`config.mk`:
```
export PLATFORM = sky130hd
export DESIGN_NAME = egd_bit_aligner
export DESIGN_NICKNAME = d
export VERILOG_FILES = /design/src/rtl/egd_pkg.sv /design/src/rtl/egd_bit_shifter.sv /design/src/rtl/egd_bit_aligner.sv
export SDC_FILE = /design/constraint.sdc
export NUM_CORES = 1
export LEC_CHECK = 0
export CORE_ASPECT_RATIO = 0.6
export CORE_MARGIN = 2
export CORE_UTILIZATION = 40
export DETAILED_ROUTE_END_ITERATION = 16
export PLACE_DENSITY = 0.6
export SLEW_MARGIN = 0
export SYNTH_ARGS = -nofsm -noshare
export SYNTH_HDL_FRONTEND = slang
export SYNTH_SLANG_ARGS = --single-unit
export TNS_END_PERCENT = 30
```
`constraint.sdc`:
```
create_clock -name wb_clk_i -period 11.7 [get_ports wb_clk_i]
set_clock_uncertainty 0.05 [all_clocks]
set_input_delay 3.51 -clock wb_clk_i [delete_from_list [all_inputs] [get_ports wb_clk_i]]
set_output_delay 3.51 -clock wb_clk_i [all_outputs]
set_load 0.005 [all_outputs]
```
`src/rtl/egd_pkg.sv`:
```
// Shared constants for the Exp-Golomb bit aligner.
// Optional build macro: EGD_EPB_STRIP_EN (emulation-prevention byte removal).
package egd_pkg;

    // Default geometry of the bit buffer and the decoder look-ahead window.
    localparam int EGD_BUF_W = 32;
    localparam int EGD_WIN_W = 16;
    localparam int EGD_CNT_W = 32;

    // Emulation-prevention byte that follows two zero bytes in the stream.
    localparam logic [7:0] EPB_BYTE = 8'h03;

    // Bit positions inside err_o.
    localparam int ERR_OVERCONSUME = 0;
    localparam int ERR_COLLISION   = 1;

endpackage

```
`src/rtl/egd_bit_shifter.sv`:
```
// Combinational datapath of the aligner: left-shifts the MSB-aligned bit
// buffer by the number of bits leaving it, then ORs a new byte in at the
// first free bit position. Bits below the fill level are always zero, so an
// OR merge is sufficient.
module egd_bit_shifter
    import egd_pkg::*;
#(
    parameter int BUF_W = EGD_BUF_W,
    parameter int OFF_W = 6
) (
    input  logic [BUF_W-1:0] data_i,
    input  logic [4:0]       shamt_i,
    input  logic             ins_en_i,
    input  logic [OFF_W-1:0] ins_off_i,
    input  logic [7:0]       ins_byte_i,
    output logic [BUF_W-1:0] data_o
);

    logic [BUF_W-1:0] shifted;
    logic [BUF_W-1:0] merged;

    // Shift out consumed bits and place the incoming byte at the fill offset.
    always_comb begin
        shifted = data_i << shamt_i;
        merged  = {ins_byte_i, {(BUF_W-8){1'b0}}} >> ins_off_i;
        data_o  = ins_en_i ? (shifted | merged) : shifted;
    end

endmodule

```
`src/rtl/egd_bit_aligner.sv`:
```
// Byte-to-bit aligner feeding the Exp-Golomb decoder. Holds the slice byte
// stream in an MSB-aligned bit buffer, shows a look-ahead window, and drops
// bits as the decoder consumes them or requests byte alignment.
// Optional build macro: EGD_EPB_STRIP_EN strips 0x03 after two 0x00 bytes.
//
// Byte handshake: a byte transfers on a rising edge where in_valid_i and
// in_ready_o are both high. in_ready_o comes from registered fill state only,
// so it never depends combinationally on in_valid_i or the consume inputs.
module egd_bit_aligner
    import egd_pkg::*;
#(
    parameter int BUF_W = EGD_BUF_W,
    parameter int WIN_W = EGD_WIN_W,
    parameter int CNT_W = EGD_CNT_W
) (
    input  logic             wb_clk_i,
    input  logic             wb_rst_n,
    input  logic             flush_i,
    input  logic             in_valid_i,
    input  logic [7:0]       in_data_i,
    output logic             in_ready_o,
    output logic [WIN_W-1:0] win_data_o,
    output logic [4:0]       win_avail_o,
    input  logic             cons_valid_i,
    input  logic [4:0]       cons_len_i,
    input  logic             align_i,
    output logic [2:0]       bit_pos_o,
    output logic [CNT_W-1:0] bits_used_o,
    output logic [1:0]       err_o
);

    localparam int FILL_W = $clog2(BUF_W + 1);

    logic [BUF_W-1:0]  data_q, data_d, data_next;
    logic [FILL_W-1:0] fill_q, fill_d, fill_mid;
    logic [2:0]        pos_q, pos_d;
    logic [CNT_W-1:0]  used_q, used_d;
    logic [1:0]        err_q, err_d;

    logic [4:0]        avail;
    logic [4:0]        shamt;
    logic [2:0]        align_drop;
    logic              accept;
    logic              ins_en;

    assign accept = in_valid_i && in_ready_o;

`ifdef EGD_EPB_STRIP_EN
    logic [1:0] zr_q, zr_d;
    logic       epb_drop;

    // Track consecutive zero bytes and swallow an 0x03 that follows two.
    always_comb begin
        epb_drop = accept && (zr_q == 2'd2) && (in_data_i == EPB_BYTE);
        zr_d     = zr_q;
        if (flush_i) begin
            zr_d = 2'd0;
        end else if (accept) begin
            if (epb_drop || (in_data_i != 8'h00)) begin
                zr_d = 2'd0;
            end else if (zr_q != 2'd2) begin
                zr_d = zr_q + 2'd1;
            end
        end
    end

    // Zero-run register.
    always_ff @(posedge wb_clk_i or negedge wb_rst_n) begin
        if (!wb_rst_n) begin
            zr_q <= 2'd0;
        end else begin
            zr_q <= zr_d;
        end
    end

    assign ins_en = accept && !epb_drop;
`else
    assign ins_en = accept;
`endif

    // Window is the top WIN_W buffer bits; availability saturates at WIN_W.
    always_comb begin
        win_data_o  = data_q[BUF_W-1 -: WIN_W];
        win_avail_o = (fill_q >= FILL_W'(WIN_W)) ? 5'(WIN_W) : fill_q[4:0];
        avail       = win_avail_o;
        in_ready_o  = (fill_q <= FILL_W'(BUF_W - 8));
        bit_pos_o   = pos_q;
        bits_used_o = used_q;
        err_o       = err_q;
    end

    // Decide how many bits leave the buffer: a consume beats an align.
    always_comb begin
        shamt      = 5'd0;
        err_d      = err_q;
        align_drop = 3'd0 - pos_q;
        if (cons_valid_i) begin
            if ((cons_len_i != 5'd0) && (cons_len_i <= avail)) begin
                shamt = cons_len_i;
            end else begin
                err_d[ERR_OVERCONSUME] = 1'b1;
            end
            if (align_i) begin
                err_d[ERR_COLLISION] = 1'b1;
            end
        end else if (align_i && (align_drop != 3'd0)) begin
            if (FILL_W'(align_drop) <= fill_q) begin
                shamt = {2'b00, align_drop};
            end else begin
                err_d[ERR_OVERCONSUME] = 1'b1;
            end
        end
    end

    assign fill_mid = fill_q - FILL_W'(shamt);

    egd_bit_shifter #(
        .BUF_W (BUF_W),
        .OFF_W (FILL_W)
    ) u_shifter (
        .data_i     (data_q),
        .shamt_i    (shamt),
        .ins_en_i   (ins_en),
        .ins_off_i  (fill_mid),
        .ins_byte_i (in_data_i),
        .data_o     (data_next)
    );

    // Next-state for buffer and counters; flush clears everything.
    always_comb begin
        data_d = data_next;
        fill_d = fill_mid + (ins_en ? FILL_W'(8) : FILL_W'(0));
        pos_d  = pos_q + shamt[2:0];
        used_d = used_q + CNT_W'(shamt);
        if (flush_i) begin
            data_d = '0;
            fill_d = '0;
            pos_d  = 3'd0;
            used_d = '0;
        end
    end

    // State registers.
    always_ff @(posedge wb_clk_i or negedge wb_rst_n) begin
        if (!wb_rst_n) begin
            data_q <= '0;
            fill_q <= '0;
            pos_q  <= 3'd0;
            used_q <= '0;
            err_q  <= 2'b00;
        end else begin
            data_q <= data_d;
            fill_q <= fill_d;
            pos_q  <= pos_d;
            used_q <= used_d;
            err_q  <= flush_i ? 2'b00 : err_d;
        end
    end

endmodule

```
==> results.ini, run 1 <==
[synthesis]
synthAdderAreaFrac_pct=5.32
syn_area_mm2=0.00653
synth_xor_area_share_pct=4.69
synth_compound_area_share_pct=26.8
ys_types=80
netlist_instances=798
synth-seq-cells=75
ys_seq_area_share_pct=28.7
synth_top_area_share_pct=28.7
synth_top_family_by_area=compound AO/OA/AOI/OAI gates
ys.flop_type=dfrtp_1
yosysTopAreaCell=dfrtp_1
synth_edf_count=0
synth_nets=843
synth_area_leaders=dfrtp_1, nor2_1, ha_1
syn_avg_cell_area_um2=8.19
muxShareOfSynthArea_pct=7.30
async_flop_share_pct=100
yosys_warnings=0
synth-simple-area-share_pct=21.3

[worst_setup_path]
crit_type=in2reg
endpoint_kind=register
crit_slowest_cell=nor4_1
cp-start-kind=primary input
cp.required_ns=11.87
crit_family=buffers and inverters
path_buf_inv=5
critPathMaxStageDelay_ns=0.78
critPathArrivalTime_ns=9.10
cp_max_fo=29
crit_chain=clkdlybuf4s50_1 > ha_1 > nor2b_1 > o21ai_0 > a21oi_1 > a211oi_2 > buf_4 > inv_1 > buf_4 > ha_1 > o21ai_0 > nand2_1 > xnor2_1 > inv_1 > nor4_1 > and2_1 > nor3_1 > a2111oi_0

[clocking]
cts-htree-levels=3
clk_latency_ns=0.35
postCtsSetupRepairBufs=0
cts_tree=built
clockBufferDepth=2
numCtsBuffers=9
cts_num_sinks=75
ctsResizeCount=0
clk_pin_slew_ns=0.07
root_buffer=clkbuf_16
cts_hold_buffers=0

[place]
hpwl_mm=18.7
port_buffers=77
place_ws_ns=2.57
gp_congestion=1.03
post_dp_cell_area_mm2=0.00743

[sta]
tightest_slew_ns=1.32
final.min_clock_period_ns=8.93
layout_setup_ws_ns=2.77
holdWs_ns=0.455
timing.fmax_mhz=112
slew_violations=0
rsz0062_at_grt=false
finalSetupViolCount=0
finalCritPeriodShare_pct=76.3
setup_tns_ns=0
final-hold-violation-count=0
slew_headroom_pct=12.0

[grt]
grt_overflow_total=0
track_usage_pct=29.3
grt_pass1_wl_mm=38.3
grt_pass1_vias=6253
antenna_found_initial=0
grt_max_degree=77

[drt]
wl_per_cell_um=24.0
wl_mm=25.5
antenna_left=0
drtIter0Drc=925
first_pass_iters=6
num_vias=6821
drc=0
avgViaCountPerCell=6.43

[floorplan]
die_area_mm2=0.0174
core_region_area_mm2=0.0161
io_pins=78
fp.dieW_um=169
num_rows=36
start_util_pct=40.5
fp.dieH_um=103

[run]
drv_cap=0

[final_layout]
antennaDiodeCount=0
mostFrequentLayoutCells=nor2_1, dfrtp_1, clkdlybuf4s50_1
final_nets=891
layout-drive-gt1-share_pct=9.05
areaGrowthSynthToFinish_pct=18.0
final_common_cell=nor2_1
finish.instance_area_mm2=0.00771
nFillCells=1573

[power_and_ir_drop]
leakagePower_nw=3.09
powerDensity_mw_per_mm2=259
peakVddDrop_mv=0.126

[hold_path]
hold_class=reg2reg

[run_status]
run_status=complete, no violations

worst paths after layout:
kind / startpoint / to / slack (ns) / cells past startpoint
worst min-delay path: err_o[1] / err_o[1] / 0.46 / 2
worst max-delay path: cons_len_i[1] / data_q[26] / 2.77 / 18
min in group asynchronous: wb_rst_n / data_q[21] / 2.92 / 1
worst max register to register: bit_pos_o[0] / data_q[25] / 4.74 / 20
worst min register to register: err_o[1] / err_o[1] / 0.46 / 2
max in group asynchronous: wb_rst_n / data_q[8] / 7.54 / 2
power breakdown:
group | leakage [nW] | internal, mW | switching [mW] | total [mW]
Clock | 0.138 | 0.147 | 0.130 | 0.277
Combinational | 1.93 | 0.465 | 0.817 | 1.28
Sequential | 1.02 | 0.321 | 0.115 | 0.435
synthesized netlist by cell type (all sizes together), types with 7 or more instances:
library cell,n
nand2,74
nor4,8
and3,13
a21o,8
a211o,9
o221ai,11
a211oi,11
nand4,7
xnor2,20
a21oi,41
dfrtp,75
a22oi,19
buf,25
ha,23
nor2b,16
or3,7
inv,23
nor2,91
xor2,15
and2,7
mux2i,24
nor3,20
a31oi,13
o21ai,55
o22ai,13
o211ai,14
clkbuf,32
mux2,14
nand3,27
area by class of cell:
cell class                      instances  area (µm²)  share of cell area, %
Tap cell                              209         262                   3.39
Multi-Input combinational cell        640        4300                   55.8
Timing Repair Buffer                   94         891                   11.6
Inverter                               26        97.6                   1.27
Sequential cell                        75        1880                   24.3
Clock buffer                            9         225                   2.92
Clock inverter                          7        58.8                  0.763
logic make-up after synthesis:
family	after synthesis
simple gates	288
mux	41
fa+ha+maj	26
compound gates	250
buf+inv	83
xor+xnor	35
flops	75
worst min-delay path: cells and delay by family (launching register included):
| kind | cells | cell delay, ns |
|---|---|---|
| compound gates | 1 | 0.04 |
| flops | 1 | 0.34 |
| simple gates | 1 | 0.08 |
registers in the layout, indices dropped and copies added, names as in the netlist:
signal and flops:
data_q 32, bits_used_o 32, bit_pos_o 3, fill_q 6, err_o 2
through the flow:
| step | instances | power [mW] | utilization [%] |
|---|---|---|---|
| 2_1_floorplan | 798 | 1.22 | - |
| 3_3_place_gp | 1044 | 1.66 | 46.1 |
| 3_5_place_dp | 1044 | 1.66 | 46.1 |
| 4_1_cts | 1060 | 1.94 | 47.8 |
| 5_1_grt | 1060 | 2.10 | 47.8 |
| 6_report | 1060 | 1.99 | 47.8 |
layer usage:
| metal | routed length [µm] | global-route usage, % | vias to the layer above |
|---|---|---|---|
| met2 | 9470 | 37.2 | 436 |
| li1 | - | - | 3057 |
| met5 | 0 | 0 | - |
| met4 | 185 | 4.34 | 0 |
| met1 | 12300 | 45.9 | 3304 |
| met3 | 3500 | 11.3 | 24 |
Note: power is estimated with default switching activity, not from simulation.
==> run 2, diff against run 1 <==
- clock period: 11.7 -> 8.9 ns (I/O delays scaled with it)
==> run 2 against run 1 <==
Against the previous run:
- register-to-register slack worse by 2.5 ns
- cell count hardly changed
- core utilization is 0.16 points higher
- critical path depth is 1 lower
- non-clock buffer count is 1 higher
- clock power is 38% higher
- critical path type unchanged
- highest routed layer unchanged
==> results.ini, run 2 (same netlist as run 1, synthesis figures left out) <==
[run_status]
run_status=complete, no violations

[floorplan]
num_rows=36
die_area_mm2=0.0174
start_util_pct=40.5
core_region_area_mm2=0.0161
fp.dieH_um=103
io_pins=78
fp.dieW_um=169

[sta]
slew_headroom_pct=30.8
rsz0062_at_grt=false
timing.fmax_mhz=132
slew_violations=0
finalSetupViolCount=0
final-hold-violation-count=0
final.min_clock_period_ns=7.60
finalCritPeriodShare_pct=85.4
setup_tns_ns=0
tightest_slew_ns=1.03

[drt]
num_vias=6947
wl_mm=26.1
drtIter0Drc=1037
antenna_left=0
avgViaCountPerCell=6.55
wl_per_cell_um=24.6
drc=0
first_pass_iters=5

[final_layout]
mostFrequentLayoutCells=nor2_1, dfrtp_1, clkdlybuf4s50_1
antennaDiodeCount=0
final_nets=892
areaGrowthSynthToFinish_pct=18.4
final_common_cell=nor2_1
layout-drive-gt1-share_pct=9.15
fin_util_pct=48.0

[run]
drv_cap=0

[power_and_ir_drop]
peakVddDrop_mv=0.178
p_int_mw=1.24
leakagePower_nw=3.11
p_seq_share_pct=21.7
powerDensity_mw_per_mm2=344
combPwrFrac_pct=63.9
swShare_pct=53.5
power.switching_mw=1.42
clockPowerShare_pct=14.4

[worst_setup_path]
critPathMaxStageDelay_ns=0.62
crit_slowest_cell=nor4_1
crit_family=simple AND/OR/NAND/NOR gates
crit_chain=clkdlybuf4s50_1 > nor2b_1 > nand2_1 > a211o_2 > nand2_4 > nand2_2 > inv_2 > ha_1 > nor2b_1 > o21ai_0 > nand2_1 > xnor2_1 > inv_1 > nor4_1 > and2_1 > nor3_1 > a2111oi_0
cp.required_ns=9.06
path_buf_inv=3
cp-start-kind=primary input
endpoint_kind=register
crit_type=in2reg
critPathArrivalTime_ns=7.76
cp_max_fo=27

[clocking]
ctsResizeCount=0
cts_num_sinks=75
root_buffer=clkbuf_16
numCtsBuffers=9
clockBufferDepth=2
cts_hold_buffers=0
postCtsSetupRepairBufs=0
cts-htree-levels=3
clk_latency_ns=0.35
clk_pin_slew_ns=0.07
cts_tree=built

[grt]
grt_pass1_wl_mm=39.3
track_usage_pct=29.9
grt_max_degree=76
antenna_found_initial=0
grt_overflow_total=0
grt_pass1_vias=6337

[hold_path]
hold_class=reg2reg

[place]
hpwl_mm=19.4
gp_congestion=1.01
port_buffers=77

run 2: cell types whose count changed in the layout (fill, tap and decap cells not counted), sizes merged:
cell | previous run | this run
clkinv | 6 | 5
buf | 19 | 20
inv | 26 | 28
clkinvlp | 1 | 0
run 2: cell type report:
type                            count  area (µm²)
Tap cell                          209         262
Clock inverter                      7        76.3
Timing Repair Buffer               95         898
Fill cell                        1581        8390
Inverter                           26        97.6
Multi-Input combinational cell    640        4300
Sequential cell                    75        1880
Clock buffer                        9         225
run 2: final timing paths:
path                       slack (ns)              to    startpoint  cells past startpoint
max reg2reg                      2.26      data_q[26]  bit_pos_o[0]                     20
max in group asynchronous        5.70    bit_pos_o[2]      wb_rst_n                      1
max                              1.30      data_q[26]  cons_valid_i                     17
min reg2reg                      0.46        err_o[1]      err_o[1]                      2
min                              0.46        err_o[1]      err_o[1]                      2
min in group asynchronous        2.43  bits_used_o[9]      wb_rst_n                      1
run 2: power groups by stage:
stage	Sequential (mW)	Combinational (mW)	Clock [mW]
4_1_cts	0.563	1.63	0.387
5_1_grt	0.580	1.82	0.400
2_1_floorplan	0.499	1.11	0
3_5_place_dp	0.570	1.62	0
6_report	0.577	1.70	0.382
3_3_place_gp	0.569	1.63	0
run 2: per-layer routing:
metal  wire (µm)  GRT usage, %  vias up
li1            -             -     3062
met1       12800          47.8     3375
met3        3420          10.5       36
met5           0             0        -
met4         290          4.93        0
met2        9570          37.4      474
run 2: worst min-delay path, cell delays in order (launching register included):
cell and delay [ns]:
dfrtp_1 0.34, a21oi_1 0.05, nor2_1 0.08
run 2: stage by stage:
stage	setup WS [ns]	std cells	cell area [µm²]	power (mW)	hold slack (ns)
6_report	1.30	1061	7740	2.66	0.459
5_1_grt	0.885	1061	7740	2.80	0.498
4_1_cts	1.38	1061	7740	2.58	0.466
3_5_place_dp	1.04	1045	7430	2.19	0.450
3_3_place_gp	1.29	1045	7430	2.20	0.477
2_1_floorplan	1.87	798	6530	1.61	0.436
==> patch 1 (config.mk and constraints of run 2) <==
The package constant `EGD_WIN_W` goes from 16 to 18.
--- a/src/rtl/egd_pkg.sv
+++ b/src/rtl/egd_pkg.sv
@@ -4,7 +4,7 @@
 
     // Default geometry of the bit buffer and the decoder look-ahead window.
     localparam int EGD_BUF_W = 32;
-    localparam int EGD_WIN_W = 16;
+    localparam int EGD_WIN_W = 18;
     localparam int EGD_CNT_W = 32;
 
     // Emulation-prevention byte that follows two zero bytes in the stream.
Ports: changed (resized win_data_o); port bits go from 78 to 80. No check against the original RTL was run, so the function may have changed too.
==> patch 1 against run 2 <==
  * Sequential cell count unchanged
  * Area after synthesis down 5.5%
  * Sequential share of layout area up 1.4 points
  * Clock power up 7.6%
  * Critical path type unchanged
  * Worst setup slack better by 0.33 ns
  * Power up 4.4%
  * Highest routed layer unchanged
  * Final area down 5.5%
  * Routed wire length down 23%
==> patch 1: results (changes against run 2) <==
Parameter                              Value

Run status
  Result of the run    complete, no violations

Yosys
  Cell variety after synth    77 (-3.8%)
  Net count after synthesis    752 (-11%)
  Gate Count Post-Synth    707 (-11%)
  Cell types with the highest counts after synthesis    sky130_fd_sc_hd__nor2_1, sky130_fd_sc_hd__dfrtp_1, sky130_fd_sc_hd__mux2i_1, sky130_fd_sc_hd__nand2_1, sky130_fd_sc_hd__a21oi_1
  Post-synthesis sequential area ratio    0.304 (+0.0168)
  Biggest area contributors in the synthesized netlist    sky130_fd_sc_hd__dfrtp_1, sky130_fd_sc_hd__mux2i_1, sky130_fd_sc_hd__nor2_1

Clocking
  Gates resized, CTS repair    0 (unchanged)

Layout
  Multi-In Gates    547 (-15%)
  Proportion of cell area occupied by registers    0.257 (+0.0141)
  FILL cells    1442 (-8.8%)
  Clock buffer and inverter area fraction after layout    0.0459 (+0.00689)
  Number of non-clock buffers in the layout    90 (-5.3%)
  Multi-input gate share of the layout cell area    0.529 (-0.0265)
  Layout Nets    797 (-11%)
  Number of ordinary inverters in the final layout    29 (+12%)
  Post-route non-filler standard cell count    960 (-9.5%)
  Non-clock buffers, area share    0.118 (+0.00231)
  Share of final-layout standard cells stronger than drive strength 1    0.0766 (-0.0149)

GRT
  Met3 Resource Use GR    0.0719 (-0.0333)
  Vias in the first global route    5444 (-14%)
  Global-route wire length before repair    31300 microns (-20%)

Detailed routing
  Iter 0 DRT Violations    636 (-39%)
  DRT Wirelength    20000 microns (-23%)
  Iteration count of the initial detailed-routing pass    6 (+1)
  Routed via count divided by cell count    6.02 (-8.0%)

Setup path
  Reg2reg path depth    19 (-5.0%)
  Cell with the largest stage delay on the worst path    sky130_fd_sc_hd__fa_1
  Gate family responsible for the most delay along the worst path    compound AO/OA/AOI/OAI gates
  Register-to-register setup slack    3.17 ns (+0.91 ns)
  Maximum fanout encountered on the critical timing path    18 (-33%)
  Terminus of the critical flop-to-flop path    data_q[17]

Pwr
  Maximum vdd ir drop    0.204 mV (+15%)
  Leakage power    3.08 nW (-1.0%)

Floorplanning
  Die X    164 microns (-2.7%)

Placement
  # placed instances    944 (-9.7%)
  Count of input and output buffers    79 (+2.6%)
  Instance area after placement    6980 sq um (-6.2%)

STA
  Transition time at the pin with the least slew margin    1.00 ns (-0.0256 ns)
==> patch 1: cell types whose count changed after synthesis, moves of 9 or more <==
cell / change
sky130_fd_sc_hd__o21ai_0: -36
sky130_fd_sc_hd__clkbuf_1: -10
sky130_fd_sc_hd__o221ai_1: -10
sky130_fd_sc_hd__a22oi_1: -9
sky130_fd_sc_hd__nand2_1: -29
sky130_fd_sc_hd__mux2i_1: +49
==> patch 1: power breakdown <==
group          switching [mW]  internal (mW)
Clock                   0.155          0.257
Sequential             0.0884          0.423
Combinational            1.15          0.701
==> patch 1: through the flow <==
step / hold WS, ns / utilization / setup WS, ns
global route: 0.482 / 0.480 / 1.32
finish: 0.448 / 0.480 / 1.63
floorplan: 0.436 / - / 2.19
detailed placement: 0.441 / 0.458 / 1.42
CTS: 0.457 / 0.480 / 1.76
global placement: 0.428 / 0.458 / 1.41
==> patch 1: metal layers <==
layer / share of wire / vias to the layer above
met1: 0.49 / 2795
li1: - / 2642
met3: 0.12 / 25
met5: 0 / -
met4: 0.011 / 0
met2: 0.38 / 321
==> patch 1: kinds of logic after synthesis <==
| logic type | Yosys count | synth area share |
|---|---|---|
| xor+xnor | 31 | 0.0440 |
| fa+ha+maj | 26 | 0.0563 |
| mux | 96 | 0.166 |
| flops | 75 | 0.304 |
| simple gates | 232 | 0.179 |
| compound gates | 162 | 0.182 |
| buf+inv | 85 | 0.0691 |
==> patch 1: how the worst max path moves through the flow <==
stage,depth (start not counted),startpoint,to
after floorplan,18,cons_len_i[1],data_q[25]
after global placement,17,cons_len_i[4],data_q[17]
after detailed placement,17,cons_len_i[4],data_q[17]
after CTS,17,cons_len_i[4],data_q[17]
after global routing,17,cons_len_i[4],data_q[17]
final,17,cons_len_i[4],data_q[17]
==> patch 2 (flow settings as in run 2) <==
Made on the original files. Take the reset off `data_q` and load it in a clocked block of its own.
--- a/src/rtl/egd_bit_aligner.sv
+++ b/src/rtl/egd_bit_aligner.sv
@@ -143,13 +143,11 @@
     // State registers.
     always_ff @(posedge wb_clk_i or negedge wb_rst_n) begin
         if (!wb_rst_n) begin
-            data_q <= '0;
             fill_q <= '0;
             pos_q  <= 3'd0;
             used_q <= '0;
             err_q  <= 2'b00;
         end else begin
-            data_q <= data_d;
             fill_q <= fill_d;
             pos_q  <= pos_d;
             used_q <= used_d;
@@ -157,5 +155,9 @@
         end
     end
 
+    always_ff @(posedge wb_clk_i) begin
+        data_q <= data_d;
+    end
+
 endmodule
 
Check against the original RTL: not equivalent (Yosys sat finds a counterexample within 4 cycles, from zero or initial values and one cycle with wb_rst_n low).
==> patch 2 against run 2 <==
  * Routed wire length down 20%
  * Area after synthesis down 7.5%
  * Worst setup slack better by 0.036 ns
  * Power up 7.0%
  * Hold slack better by 0.024 ns
  * Final area down 7.4%
  * Highest routed layer unchanged
  * Critical path depth unchanged
  * Core utilization up 0.97 points
  * Sequential cell count unchanged
  * Critical path type unchanged
  * Count of clock-buffer cells in the layout up 3
  * Clock power up 7.6%
==> patch 2: results (changes against run 2) <==
Parameter                              Value

Clocking
  Clock root buffer    sky130_fd_sc_hd__clkbuf_16

GRT
  Met1 usage in global routing    0.410 (-0.0679)
  Vias in the first global route    5512 (-13%)
  Met3 Resource Use GR    0.0826 (-0.0226)
  Largest net degree at the start of global routing    77 (+1.3%)
  Peak-usage layer in the global routing report    met1
  All-Layer GR Usage    0.263 (-0.0363)
  GR met2 Demand/Resource    0.341 (-0.0335)
  Global-route wire length before repair    32500 microns (-17%)

Min path
  Class of the most critical hold timing path    flop to flop

Detailed routing
  DRT Wirelength    20700 microns (-20%)
  Routed via count divided by cell count    6.15 (-6.1%)
  DR WL met3    2770 microns (-19%)
  Detailed-route wire length on metal 1    9880 microns (-23%)
  Iter 0 DRT Violations    682 (-34%)
  Met2 routed wirelength    7780 microns (-19%)
  Iteration count of the initial detailed-routing pass    7 (+2)

Layout
  Share of final-layout standard cells stronger than drive strength 1    0.0710 (-0.0206)
  Antenna diode count    0 (unchanged)
  FILL cells    1412 (-11%)
  Layout Nets    816 (-8.5%)

Yosys
  Post-synthesis sequential area ratio    0.284 (-0.00313)
  Cell variety after synth    67 (-16%)
  Synthesis warning total    0 (unchanged)
  Proportion of register bits with asynchronous set or reset after synthesis    0.573 (-0.427)
  Biggest area contributors in the synthesized netlist    sky130_fd_sc_hd__dfrtp_1, sky130_fd_sc_hd__mux2i_1, sky130_fd_sc_hd__dfxtp_1
  Net count after synthesis    773 (-8.3%)
  Cell types with the highest counts after synthesis    sky130_fd_sc_hd__nor2_1, sky130_fd_sc_hd__mux2i_1, sky130_fd_sc_hd__nand2_1, sky130_fd_sc_hd__dfrtp_1, sky130_fd_sc_hd__a21oi_1

Setup path
  Startpoint of the worst setup timing path    cons_len_i[1]
  Delay contributed by the slowest stage of the critical path    0.60 ns (-0.02 ns)
  Arrival time at the worst endpoint    7.78 ns (+0.02 ns)
  CP startpoint kind    input port
  Maximum fanout encountered on the critical timing path    17 (-37%)
  Cell with the largest stage delay on the worst path    sky130_fd_sc_hd__ha_1

Placement
  Post-detail-place hpwl    15500 microns (-20%)
  Worst setup slack before clock tree synthesis    1.12 ns (+0.0831 ns)
  Placer's final routability congestion estimate    0.994 (-1.5%)

Pwr
  Leakage power    2.97 nW (-4.6%)
  Maximum vdd ir drop    0.191 mV (+7.7%)

STA
  Transition time at the pin with the least slew margin    0.982 ns (-0.0464 ns)

Run status
  Result of the run    complete, no violations
## patch 2: cell type report
type / count / area (sq um) / share of cell area
well taps: 198 / 248 / 0.0346
multi-input cells: 571 / 3930 / 0.548
repair buffers: 89 / 851 / 0.119
inverters: 24 / 90.1 / 0.0126
clock buffers: 12 / 256 / 0.0358
flip-flops and latches: 75 / 1720 / 0.240
clock inverters: 4 / 72.6 / 0.0101
## patch 2: path summary, 6_finish.rpt
kind	cells past startpoint	slack [ns]	to
setup / recovery	17	1.34	data_q[31]
hold / removal	2	0.48	err_o[1]
setup reg to reg	20	3.08	data_q[31]
hold reg to reg	2	0.48	err_o[1]
max in group asynchronous	1	5.76	bit_pos_o[2]
min in group asynchronous	1	2.44	bits_used_o[7]
## patch 2: logic make-up after synthesis
family | synth area share
AOI/OAI and AO/OA | 0.201
xor gates and xnor gates | 0.0507
adders and majority gates | 0.0596
buffers and inverters | 0.0681
DFF | 0.284
muxes | 0.150
and+or+nand+nor | 0.187
## patch 2: stage by stage
| step | area (sq um) | instances | util | hold WS, ns |
|---|---|---|---|---|
| finish | 7160 | 973 | 0.489 | 0.483 |
| global route | 7160 | 973 | 0.489 | 0.518 |
| CTS | 7160 | 973 | 0.489 | 0.494 |
| detailed placement | 6830 | 957 | 0.467 | 0.476 |
| global placement | 6830 | 957 | 0.467 | 0.437 |
| floorplan | 6040 | 727 | - | 0.436 |
## patch 2: where the power goes
part,switching [mW],internal (mW)
registers,0.102,0.424
clock network,0.150,0.261
logic,1.20,0.710
## patch 2: worst max-delay path: cells and delay by family
kind,cells,cell delay (ns)
AO/OA/AOI/OAI,7,1.81
XOR/XNOR,1,0.33
adder cells (fa/ha/maj),2,0.94
buffers and inverters,3,1.19
AND/OR/NAND/NOR,4,0.83
